--- config.mk ---
export PLATFORM = sky130hd
export DESIGN_NAME = cache_ctrl_2
export DESIGN_NICKNAME = d
export VERILOG_FILES = /design/src/rtl/cache_ctrl_2.sv
export SDC_FILE = /design/constraint.sdc
export NUM_CORES = 1
export LEC_CHECK = 0
export CAP_MARGIN = 20
export CORE_AREA = 5 5 285 287
export CTS_CLUSTER_DIAMETER = 150
export DETAILED_ROUTE_END_ITERATION = 8
export DIE_AREA = 0 0 290 292
export SYNTH_ARGS = -nofsm -noshare
export SYNTH_HDL_FRONTEND = slang
export SYNTH_SLANG_ARGS = --single-unit
--- constraint.sdc ---
create_clock -name clk_i -period 3.66 [get_ports clk_i]
set_input_delay 0.549 -clock clk_i [delete_from_list [all_inputs] [get_ports clk_i]]
set_output_delay 0.549 -clock clk_i [all_outputs]
set_load 0.01 [all_outputs]
--- src/rtl/cache_ctrl_2.sv ---
// Direct-mapped write-back/write-allocate controller for one 8-line way: hit resp 3 cycles after accept, misses add memory time.
// One request in flight (req_rdy only in IDLE); all handshakes hold until accepted. CACHE_CTRL_STATS_EN adds hit/miss/evict counters.
module cache_ctrl_2 #(
    parameter int p_nlines = 8,
    parameter int p_lbytes = 16
) (
    input  logic                     clk_i,
    input  logic                     reset_i,
    input  logic                     req_val_i,
    output logic                     req_rdy_o,
    input  logic                     req_type_i,
    input  logic [31:0]              req_addr_i,
    input  logic [31:0]              req_data_i,
    output logic                     resp_val_o,
    input  logic                     resp_rdy_i,
    output logic [31:0]              resp_data_o,
    output logic                     mem_req_val_o,
    input  logic                     mem_req_rdy_i,
    output logic                     mem_req_type_o,
    output logic [31:0]              mem_req_addr_o,
    output logic [8*p_lbytes-1:0]    mem_req_data_o,
    input  logic                     mem_resp_val_i,
    output logic                     mem_resp_rdy_o,
    input  logic [8*p_lbytes-1:0]    mem_resp_data_i,
    output logic                     tag_read_en_o,
    output logic                     tag_write_en_o,
    output logic                     data_read_en_o,
    output logic                     data_write_en_o,
    output logic [$clog2(p_nlines)-1:0] addr_o,
    output logic [31:0]              tag_write_data_o,
    input  logic [31:0]              tag_read_data_i,
    output logic [p_lbytes-1:0]      data_write_byte_en_o,
    output logic [8*p_lbytes-1:0]    data_write_data_o,
    input  logic [8*p_lbytes-1:0]    data_read_data_i,
    input  logic                     tag_match_i
`ifdef CACHE_CTRL_STATS_EN
    ,
    output logic [31:0]              stat_hits_o,
    output logic [31:0]              stat_misses_o,
    output logic [31:0]              stat_evicts_o
`endif
);

    localparam int IDX_W  = $clog2(p_nlines);
    localparam int OFF_W  = $clog2(p_lbytes);
    localparam int TAG_W  = 32 - IDX_W - OFF_W;
    localparam int LINE_W = 8 * p_lbytes;
    localparam int WSEL_W = OFF_W - 2;

    typedef enum logic [3:0] {
        S_INIT,
        S_IDLE,
        S_TAG_CHECK,
        S_EVICT_REQ,
        S_EVICT_WAIT,
        S_REFILL_REQ,
        S_REFILL_WAIT,
        S_ACCESS,
        S_RESP
    } state_e;

    state_e             state_q, state_d;
    logic [IDX_W-1:0]   init_cnt_q, init_cnt_d;
    logic               req_type_q, req_type_d;
    logic [31:0]        req_addr_q, req_addr_d;
    logic [31:0]        req_data_q, req_data_d;
    logic [31:0]        resp_data_q, resp_data_d;
    logic [TAG_W-1:0]   old_tag_q, old_tag_d;

    logic [TAG_W-1:0]   req_tag;
    logic [IDX_W-1:0]   req_idx;
    logic [WSEL_W-1:0]  req_word;
    logic               line_valid;
    logic               line_dirty;
    logic               line_hit;
    logic               hit_evt;
    logic               miss_evt;
    logic               evict_evt;

    assign req_tag    = req_addr_q[31 -: TAG_W];
    assign req_idx    = req_addr_q[OFF_W +: IDX_W];
    assign req_word   = req_addr_q[2 +: WSEL_W];
    assign line_valid = tag_read_data_i[31];
    assign line_dirty = tag_read_data_i[30];
    assign line_hit   = line_valid && (tag_read_data_i[TAG_W-1:0] == req_tag);

    always_ff @(posedge clk_i) begin
        if (reset_i) begin
            state_q     <= S_INIT;
            init_cnt_q  <= '0;
            req_type_q  <= 1'b0;
            req_addr_q  <= '0;
            req_data_q  <= '0;
            resp_data_q <= '0;
            old_tag_q   <= '0;
        end else begin
            state_q     <= state_d;
            init_cnt_q  <= init_cnt_d;
            req_type_q  <= req_type_d;
            req_addr_q  <= req_addr_d;
            req_data_q  <= req_data_d;
            resp_data_q <= resp_data_d;
            old_tag_q   <= old_tag_d;
        end
    end

    // Outputs are forced idle while reset is held so no SRAM/memory traffic leaks out.
    always_comb begin
        state_d     = state_q;
        init_cnt_d  = init_cnt_q;
        req_type_d  = req_type_q;
        req_addr_d  = req_addr_q;
        req_data_d  = req_data_q;
        resp_data_d = resp_data_q;
        old_tag_d   = old_tag_q;
        hit_evt     = 1'b0;
        miss_evt    = 1'b0;
        evict_evt   = 1'b0;

        req_rdy_o            = 1'b0;
        resp_val_o           = 1'b0;
        resp_data_o          = '0;
        mem_req_val_o        = 1'b0;
        mem_req_type_o       = 1'b0;
        mem_req_addr_o       = '0;
        mem_req_data_o       = '0;
        mem_resp_rdy_o       = 1'b0;
        tag_read_en_o        = 1'b0;
        tag_write_en_o       = 1'b0;
        data_read_en_o       = 1'b0;
        data_write_en_o      = 1'b0;
        addr_o               = '0;
        tag_write_data_o     = '0;
        data_write_byte_en_o = '0;
        data_write_data_o    = '0;

        if (!reset_i) begin
            resp_data_o = resp_data_q;
            case (state_q)
                S_INIT: begin
                    tag_write_en_o = 1'b1;
                    addr_o         = init_cnt_q;
                    init_cnt_d     = init_cnt_q + 1'b1;
                    if (init_cnt_q == IDX_W'(p_nlines - 1)) begin
                        state_d = S_IDLE;
                    end
                end
                S_IDLE: begin
                    req_rdy_o = 1'b1;
                    if (req_val_i) begin
                        req_type_d = req_type_i;
                        req_addr_d = req_addr_i;
                        req_data_d = req_data_i;
                        state_d    = S_TAG_CHECK;
                    end
                end
                S_TAG_CHECK: begin
                    tag_read_en_o = 1'b1;
                    addr_o        = req_idx;
                    old_tag_d     = tag_read_data_i[TAG_W-1:0];
                    if (line_hit) begin
                        hit_evt = 1'b1;
                        state_d = S_ACCESS;
                    end else begin
                        miss_evt = 1'b1;
                        state_d  = line_dirty ? S_EVICT_REQ : S_REFILL_REQ;
                    end
                end
                S_EVICT_REQ: begin
                    // Victim line comes straight off the combinational data read; index is stable here.
                    data_read_en_o = 1'b1;
                    addr_o         = req_idx;
                    mem_req_val_o  = 1'b1;
                    mem_req_type_o = 1'b1;
                    mem_req_addr_o = {old_tag_q, req_idx, {OFF_W{1'b0}}};
                    mem_req_data_o = data_read_data_i;
                    if (mem_req_rdy_i) begin
                        evict_evt = 1'b1;
                        state_d   = S_EVICT_WAIT;
                    end
                end
                S_EVICT_WAIT: begin
                    addr_o         = req_idx;
                    mem_resp_rdy_o = 1'b1;
                    if (mem_resp_val_i) begin
                        state_d = S_REFILL_REQ;
                    end
                end
                S_REFILL_REQ: begin
                    addr_o         = req_idx;
                    mem_req_val_o  = 1'b1;
                    mem_req_type_o = 1'b0;
                    mem_req_addr_o = {req_tag, req_idx, {OFF_W{1'b0}}};
                    if (mem_req_rdy_i) begin
                        state_d = S_REFILL_WAIT;
                    end
                end
                S_REFILL_WAIT: begin
                    addr_o         = req_idx;
                    mem_resp_rdy_o = 1'b1;
                    if (mem_resp_val_i) begin
                        data_write_en_o      = 1'b1;
                        data_write_byte_en_o = '1;
                        data_write_data_o    = mem_resp_data_i;
                        tag_write_en_o       = 1'b1;
                        tag_write_data_o     = {1'b1, 1'b0, {(30 - TAG_W){1'b0}}, req_tag};
                        state_d              = S_ACCESS;
                    end
                end
                S_ACCESS: begin
                    addr_o = req_idx;
                    if (req_type_q) begin
                        data_write_en_o      = 1'b1;
                        data_write_byte_en_o = {{(p_lbytes - 4){1'b0}}, 4'hF} << {req_word, 2'b00};
                        data_write_data_o    = {(p_lbytes / 4){req_data_q}};
                        tag_write_en_o       = 1'b1;
                        tag_write_data_o     = {1'b1, 1'b1, {(30 - TAG_W){1'b0}}, req_tag};
                        resp_data_d          = '0;
                    end else begin
                        data_read_en_o = 1'b1;
                        resp_data_d    = data_read_data_i[{req_word, 5'b00000} +: 32];
                    end
                    state_d = S_RESP;
                end
                S_RESP: begin
                    resp_val_o = 1'b1;
                    if (resp_rdy_i) begin
                        state_d = S_IDLE;
                    end
                end
                default: begin
                    state_d = S_INIT;
                end
            endcase
        end
    end

`ifdef CACHE_CTRL_STATS_EN
    logic [31:0] hits_q, hits_d;
    logic [31:0] misses_q, misses_d;
    logic [31:0] evicts_q, evicts_d;

    assign hits_d   = hits_q + {31'b0, hit_evt};
    assign misses_d = misses_q + {31'b0, miss_evt};
    assign evicts_d = evicts_q + {31'b0, evict_evt};

    always_ff @(posedge clk_i) begin
        if (reset_i) begin
            hits_q   <= '0;
            misses_q <= '0;
            evicts_q <= '0;
        end else begin
            hits_q   <= hits_d;
            misses_q <= misses_d;
            evicts_q <= evicts_d;
        end
    end

    assign stat_hits_o   = hits_q;
    assign stat_misses_o = misses_q;
    assign stat_evicts_o = evicts_q;

    logic unused_ok;
    assign unused_ok = ^{tag_match_i, req_addr_q[1:0], tag_read_data_i[29:TAG_W]};
`else
    // The comparator output is observed only; hit is computed from the tag read data.
    logic unused_ok;
    assign unused_ok = ^{tag_match_i, req_addr_q[1:0], tag_read_data_i[29:TAG_W],
                         hit_evt, miss_evt, evict_evt};
`endif

endmodule
======== Yosys cells after proc, flatten, opt, wreduce, memory -nomap -nowiden ========
Cells that the tools add are included.
cells by class
  shift operators ......................... 2
  muxes and demuxes ....................... 51
  equal/unequal tests ..................... 17
  reductions and logical operators ........ 7
  add/sub/neg operators ................... 1
operator list
  kind                                                                    count
  128-bit 2-to-1 mux                                                      5
  128-bit case mux with 2 select lines                                    1
  32-bit 2-to-1 mux                                                       6
  32-bit case mux with 2 select lines                                     2
  128-bit by 8-bit indexed part select with 32-bit output                 1
  16-bit 2-to-1 mux                                                       3
  4-bit case mux with 9 select lines                                      1
  16-bit case mux with 2 select lines                                     1
  4-bit 2-to-1 mux                                                        7
  25-bit equality test                                                    1
  1-bit 2-to-1 mux                                                        18
  4-bit by 3-bit equality test with 1-bit output (second input constant)  4
  4-bit by 4-bit left shift with 16-bit output (first input constant)     1
  2-bit != test (second input constant)                                   7
  3-bit 2-to-1 mux                                                        3
  4-bit by 2-bit equality test with 1-bit output (second input constant)  2
  7-bit AND reduction                                                     1
  3-bit case mux with 2 select lines                                      1
  6-bit OR reduction                                                      1
  4-bit by 1-bit equality test with 1-bit output (second input constant)  1
  4-bit equality test (second input constant)                             1
  4-bit zero test                                                         1
  1-bit case mux with 2 select lines                                      2
  2-bit OR reduction                                                      2
  other kinds (5)                                                         5
word-level totals
  word-level logic and storage cells ...... 85
  output and inout port bits .............. 380
  input port bits ......................... 360
  register bits ........................... 129

======== Logic depth before layout (Yosys ltp) ========
Gate-level depths: netlist of run 1.
  depth in word-level cells ............... 4
  gate-level depth with buffers ........... 8
  depth with buffers taken out ............ 7

======== Worst setup path after synthesis of run 1 ========
OpenSTA, ideal clock, no wires.
  path type ............................... reg2out
  start ................................... register state_q[1]
  end ..................................... output data_write_byte_en_o[13]
  path slack .............................. 1524 ps
  required time ........................... 3111 ps
  path buffers ............................ 4
  data arrival time ....................... 1587 ps
  cell stages (with the launch flop) ...... 9
  path through ............................ dfxtp_1 -> buf_2 -> and2_2 -> and3_1 -> buf_2 -> buf_2 -> a21oi_1 -> nor2_1 -> buf_4
on the way
  longest elaborated chain between the ends .. 3
RTL lines
  what                                            RTL line  source
  from (decl)                                     62        state_e state_q, state_d;
  from (signal assigned)                          97        state_q <= state_d;
  4-bit by 3-bit equality test with 1-bit output  139       case (state_q)
  16-bit case mux with 2 select lines *           139
  16-bit 2-to-1 mux *                             137       if (!reset_i) begin
  to (decl)                                       32        output logic [p_lbytes-1:0] data_write_byte_en_o,
Every way passes the cells marked *; elsewhere a longest branch is shown, timed or not.

======== Worst setup path after layout of run 1 ========
  start ................................... register state_q[1]
  end ..................................... output data_write_data_o[81]
on the way
  longest elaborated chain between the ends .. 3
RTL lines
  what                                            RTL line  source
  4-bit by 3-bit equality test with 1-bit output  139
  128-bit case mux with 2 select lines *          139
  128-bit 2-to-1 mux *                            137
  to (decl)                                       33        output logic [8*p_lbytes-1:0] data_write_data_o,
Marks and branches as above.

==> metrics.yaml, run 1 <==
outcome:
  status: "completed"
sta:
  final.setup.tns_ps: 0
  worst_pin_slew_ps: 749
  max_freq_mhz: 290
  relSlewSlack_pct: 50.0
  slew_viol_final: 0
  holdWs_ps: 360
  finalHoldViolCount: 0
  fin_crit_ps: 3450
  setup_viol_count_final: 0
  fin_crit_sh_pct: 94.4
  rsz0062_at_grt: "no"
  finClkSkew_ps: 13.8
drt:
  first_pass_iters: 5
  drc: 0
  drt-initial-drc-count: 662
  dr_total_vias: 11400
  wl_um: 60500
  via_per_inst: 3.78
  wire_per_inst_um: 20.1
  ant_nets: 0
floorplanning:
  coreArea_sq_mm: 0.0784
  die-area_sq_mm: 0.0847
  initial_core_util_pct: 11.5
  die_y_um: 292
  num_rows: 103
  ios: 740
  chipWidth_um: 290
setup_path:
  ff2ff_setup_slack_ps: 1400
  critical_path_required_ps: 3110
  reg2reg_depth: 6
  start_kind: "flop"
  r2r-start: "req_addr_q[23]$_SDFFE_PP0P_"
  reg2reg_to: "state_q[2]$_SDFFE_PP0P_"
  path_class: "reg2out"
  end_kind: "output port"
  crit_fanout: 24
  critPathArrivalTime_ps: 2900
synthesis:
  synth_edf_count: 0
  yosysSeqAreaShare_pct: 28.1
  synthDistinctLibCells: 47
  yosysWarningCount: 0
  synth_flop_cell: "dfxtp_1"
  syn_inst: 1285
  synthArstFlopShare_pct: 0
  syn_area_sq_mm: 0.00904
  syn_avg_cell_area_sq_um: 7.04
  synth_seq_cells: 127
global_routing:
  grt_max_degree: 92
  overflow: 0
  antenna_found_initial: 15
  grt_pass1_wl_um: 84500
  grt_usage_pct: 13.6
  grt_pass1_vias: 11300
clock_tree:
  insertion_delay_ps: 470
  cts_setup_buffers: 0
  cts_root_buf: "clkbuf_16"
  cts_sinks: 127
  cts.hold.buffers_added: 0
  clockBufferDepth: 2
  clk_pin_slew_ps: 60
  cts_resized: 0
  cts_tree: "done"
  numCtsBuffers: 17
  htreeDepth: 4
finish:
  nFillCells: 8797
  layout_commonest_cell: "clkdlybuf4s50_1"
  nNetsFinal: 2300
  area_delta_synth_final_pct: 98.5
  mostFrequentLayoutCells: "714 x clkdlybuf4s50_1, 344 x nand2_1, 226 x a21oi_1"
  drive_gt1_share_pct: 6.61
job:
  cap_violations: 0
placed_design:
  post-dp-hpwl_um: 49800
  gp_congestion: 0.946
  port-buffer-count: 722
min_path:
  min_from: "reset_i"
  hold_path_class: "in2reg"
  min_path_cells: 2
  holdPathEnd: "state_q[0]$_SDFFE_PP0P_"
pwr:
  cellPowerDensity_mw_per_mm2: 268
  leakagePower_uw: 0.00570
  peakVddDrop_v: 0.000229
[power by group]
part	total [uW]	internal [uW]	leakage, uW	switching, uW
logic	1400	721	0.00439	676
clock network	1800	1030	0.000283	768
registers	1610	1510	0.00103	105
[through the flow]
stage	util [%]	instances	worst slack [ps]	total power [uW]	cell area, sq um
final	22.9	3008	207	4810	17900
after global routing	22.9	3001	96.7	5090	17900
after CTS	22.9	3001	56.7	4960	17900
after detailed placement	22.1	2969	294	3060	17300
after global placement	22.1	2969	300	3050	17300
after floorplan	-	1293	1520	2300	9070
[flip-flops by register name (all words and copies together) (netlist names)]
register,flops
state_q,4
init_cnt_q,3
req_type_q,1
req_addr_q,30
req_data_q,32
old_tag_q,25
resp_data_q,32
[Yosys cell counts, types with 2 or more instances]
master	count	area, sq um
nand2_1	345	1290
a21oi_1	227	1140
and2_1	158	988
dfxtp_1	127	2540
inv_1	65	244
clkbuf_1	53	199
nor2_1	51	191
buf_4	36	270
buf_2	32	160
mux4_2	32	721
o32ai_1	32	280
a22o_1	26	228
xnor2_1	26	228
nand2b_1	8	50.1
clkbuf_2	7	35.0
nand4_1	6	37.5
buf_6	5	56.3
nand3b_1	5	37.5
mux2i_1	4	40.0
o21ai_0	4	20.0
a31oi_1	3	18.8
and3_1	3	18.8
ha_1	2	25.0
nand3_1	2	10.0
nor2_2	2	12.5
nor4_1	2	12.5
or3_1	2	12.5
[layer usage]
layer | part of all wire [%] | global-route usage (%) | up-vias
li1 | - | - | 5554
met1 | 44 | 17.3 | 5298
met2 | 45 | 21.4 | 444
met3 | 8.8 | 5.53 | 58
met4 | 1.7 | 3.57 | 12
met5 | 0.14 | 0 | -
[critical path, cell delays in order (launching register included)]
cell and delay (ps):
dfxtp_2 410, and2_2 260, and3_2 380, buf_12 220
nand2_1 230, a21oi_1 320, clkdlybuf4s50_1 620
[area by class of cell]
| type | instances | area (sq um) | share of cell area [%] |
|---|---|---|---|
| repair buffers | 759 | 7630 | 42.5 |
| multi-input cells | 967 | 5600 | 31.2 |
| flip-flops and latches | 127 | 2550 | 14.2 |
| well taps | 1050 | 1310 | 7.32 |
| clock buffers | 19 | 443 | 2.47 |
| inverters | 66 | 248 | 1.38 |
| clock inverters | 13 | 155 | 0.864 |
| diodes | 7 | 17.5 | 0.0976 |
[cell families after synthesis]
logic type	after synthesis	share of synthesized area, %
compound gates	298	19.2
xor+xnor	27	2.62
fa+ha+maj	2	0.277
buf+inv	199	10.7
flops	127	28.1
mux	37	8.54
other cells	1	0.0415
simple gates	594	30.5
[worst max-delay path by stage]
stage	endpoint	from	depth (start not counted)	slack, ps
final	data_write_data_o[81]	state_q[1]$_SDFFE_PP0P_	6	210
after global routing	data_write_data_o[81]	state_q[3]$_SDFFE_PP0P_	8	100
after CTS	data_write_data_o[8]	state_q[1]$_SDFFE_PP0P_	6	60
after detailed placement	data_write_data_o[50]	mem_resp_val_i	7	290
after global placement	data_write_data_o[50]	mem_resp_val_i	7	300
after floorplan	data_write_byte_en_o[13]	state_q[1]$_SDFFE_PP0P_	8	1520
No activity file was read; power rests on OpenSTA's default activity.
==> run 2, diff against run 1 <==
- REMOVE_ABC_BUFFERS: not set -> 1
==> run 2 against run 1 <==
Utilization fell by 0.072 points. Final cell count unchanged. Maximum frequency increased by 0.48%. Sequential power about the same. Non-clock buffer count is 2 higher. Worst setup slack improved by 17 ps. Combinational power is 3% lower. Critical endpoint is now data_write_data_o[23].
==> metrics.yaml, run 2 (same netlist as run 1, synthesis figures left out) <==
global_routing:
  overflow: 0  # unchanged
  antenna_found_initial: 11  # was 15
  grt_usage_pct: 12.7  # was 13.6%
  grt_max_degree: 124  # was 92
  grt_pass1_wl_um: 79400  # was 84500 um
  grt_pass1_vias: 11500  # was 11300
pwr:
  fin_total_pwr_uw: 4750  # was 4810 uW
  p_comb_share_pct: 28.7  # was 29.0%
  seqPwrFrac_pct: 34.3  # was 33.5%
  leakagePower_uw: 0.00568  # was 0.00570 uW
  p_switching_uw: 1580  # was 1550 uW
  power_switching_share_pct: 33.2  # was 32.2%
  peakVddDrop_v: 0.000347  # was 0.000229 V
  cellPowerDensity_mw_per_mm2: 265  # was 268 mW/mm^2
  clkPwrFrac_pct: 37.0  # was 37.5%
  internal_power_uw: 3170  # was 3260 uW
sta:
  worst_pin_slew_ps: 924  # was 749 ps
  fin_crit_ps: 3440  # was 3450 ps
  fin_crit_sh_pct: 93.9  # was 94.4%
  slew_viol_final: 0  # unchanged
  finClkSkew_ps: 9.73  # was 13.8 ps
  rsz0062_at_grt: "no"  # unchanged
  max_freq_mhz: 291  # was 290 MHz
  relSlewSlack_pct: 38.4  # was 50.0%
  finalHoldViolCount: 0  # unchanged
  setup_viol_count_final: 0  # unchanged
clock_tree:
  htreeDepth: 4  # unchanged
  numCtsBuffers: 17  # unchanged
  clockBufferDepth: 2  # unchanged
  cts_tree: "done"  # unchanged
  clk_pin_slew_ps: 60  # about the same
  cts_sinks: 127  # unchanged
  insertion_delay_ps: 460  # was 470 ps
  cts_resized: 2  # was 0
  cts_root_buf: "clkbuf_16"  # unchanged
  cts_setup_buffers: 0  # unchanged
  cts.hold.buffers_added: 0  # unchanged
setup_path:
  r2r-start: "req_addr_q[13]$_SDFFE_PP0P_"  # was req_addr_q[23]$_SDFFE_PP0P_
  end_kind: "output port"  # unchanged
  reg2reg_to: "state_q[2]$_SDFFE_PP0P_"  # unchanged
  critPathLaunch: "state_q[0]$_SDFFE_PP0P_"  # was state_q[1]$_SDFFE_PP0P_
  path_buf_inv: 3  # was 2
  critPathCapture: "data_write_data_o[23]"  # was data_write_data_o[81]
  crit_path_max_incr_delay_ps: 610  # was 620 ps
  cp.depth: 7  # was 6
  crit_chain: "nor2b_2, and3_2, buf_12, buf_4, nand2_1, a21oi_1, clkdlybuf4s50_1"  # was and2_2, and3_2, buf_12, nand2_1, a21oi_1, clkdlybuf4s50_1
  critical-path-top-delay-family: "buffers and inverters"  # was simple AND/OR/NAND/NOR gates
  crit_fanout: 28  # was 24
  cpMaxStageDelayCell: "clkdlybuf4s50_1"  # unchanged
  path_class: "reg2out"  # unchanged
  critical_path_required_ps: 3110  # about the same
  reg2reg_depth: 6  # unchanged
  critPathArrivalTime_ps: 2890  # was 2900 ps
  start_kind: "flop"  # unchanged
  ff2ff_setup_slack_ps: 1210  # was 1400 ps
floorplanning:
  num_rows: 103  # unchanged
  ios: 740  # unchanged
  die-area_sq_mm: 0.0847  # unchanged
  die_y_um: 292  # unchanged
  chipWidth_um: 290  # unchanged
  initial_core_util_pct: 11.5  # unchanged
  coreArea_sq_mm: 0.0784  # unchanged
finish:
  layout_commonest_cell: "clkdlybuf4s50_1"  # unchanged
  area_delta_synth_final_pct: 97.9  # was 98.5%
  reg_top3: "req_data_q x32, resp_data_q x32, req_addr_q x30"  # unchanged
  finalInstanceArea_sq_mm: 0.0179  # about the same
  drive_gt1_share_pct: 6.61  # about the same
  mostFrequentLayoutCells: "720 x clkdlybuf4s50_1, 344 x nand2_1, 226 x a21oi_1"  # was 714 x clkdlybuf4s50_1, 344 x nand2_1, 226 x a21oi_1
  nNetsFinal: 2302  # was 2300
drt:
  drc: 0  # unchanged
  via_per_inst: 3.79  # was 3.78
  drt-initial-drc-count: 513  # was 662
  ant_nets: 0  # unchanged
  wl_um: 56800  # was 60500 um
  first_pass_iters: 7  # was 5
  dr_total_vias: 11400  # about the same
  wire_per_inst_um: 18.9  # was 20.1 um
placed_design:
  placed_area_sq_mm: 0.0173  # about the same
  gp_congestion: 0.913  # was 0.946
  port-buffer-count: 722  # unchanged
  post-dp-hpwl_um: 45500  # was 49800 um
min_path:
  hold_path_class: "in2reg"  # unchanged
job:
  cap_violations: 0  # unchanged
outcome:
  status: "completed"  # unchanged
==> run 2: through the flow <==
step	utilization (%)	TNS [ps]	instances	hold slack (ps)	setup slack (ps)
5_1_grt	22.8	0	3003	284	50.7
3_3_place_gp	22.1	0	2971	443	305
4_1_cts	22.8	0	3003	253	10.1
3_5_place_dp	22.1	0	2971	447	308
6_report	22.8	0	3008	317	223
2_1_floorplan	-	-66130	1160	431	-707
==> run 2: metal layers <==
metal  GRT usage (%)  share of wire (%)
met5               0              0.070
met4            4.95                3.2
met3            5.37                9.0
met2            21.2                 48
met1            14.4                 40
==> run 2: final cells by class <==
type	count	area, sq um
fill	8774	60500
timing repair buffer	761	7590
multi-input combinational	967	5600
sequential	127	2550
tap	1050	1310
clock buffer	17	425
inverter	66	248
clock inverter	15	149
antenna	5	12.5
==> run 2: worst min-delay path by stage <==
stage	to	start	cells past startpoint	slack, ps
2_1_floorplan	req_data_q[0]$_SDFFE_PP0P_	req_data_q[0]$_SDFFE_PP0P_	2	430
3_3_place_gp	req_data_q[18]$_SDFFE_PP0P_	req_data_q[18]$_SDFFE_PP0P_	2	440
3_5_place_dp	req_data_q[18]$_SDFFE_PP0P_	req_data_q[18]$_SDFFE_PP0P_	2	450
4_1_cts	state_q[0]$_SDFFE_PP0P_	reset_i	2	250
5_1_grt	req_data_q[5]$_SDFFE_PP0P_	reset_i	2	280
6_report	state_q[0]$_SDFFE_PP0P_	reset_i	2	320
==> run 2: power by group through the flow <==
stage               clock network, uW  registers, uW  logic [uW]
finish                           1760           1630        1360
global route                     1920           1650        1500
CTS                              1890           1630        1400
detailed placement                  0           1660        1390
global placement                    0           1660        1380
floorplan                           0           1650         562
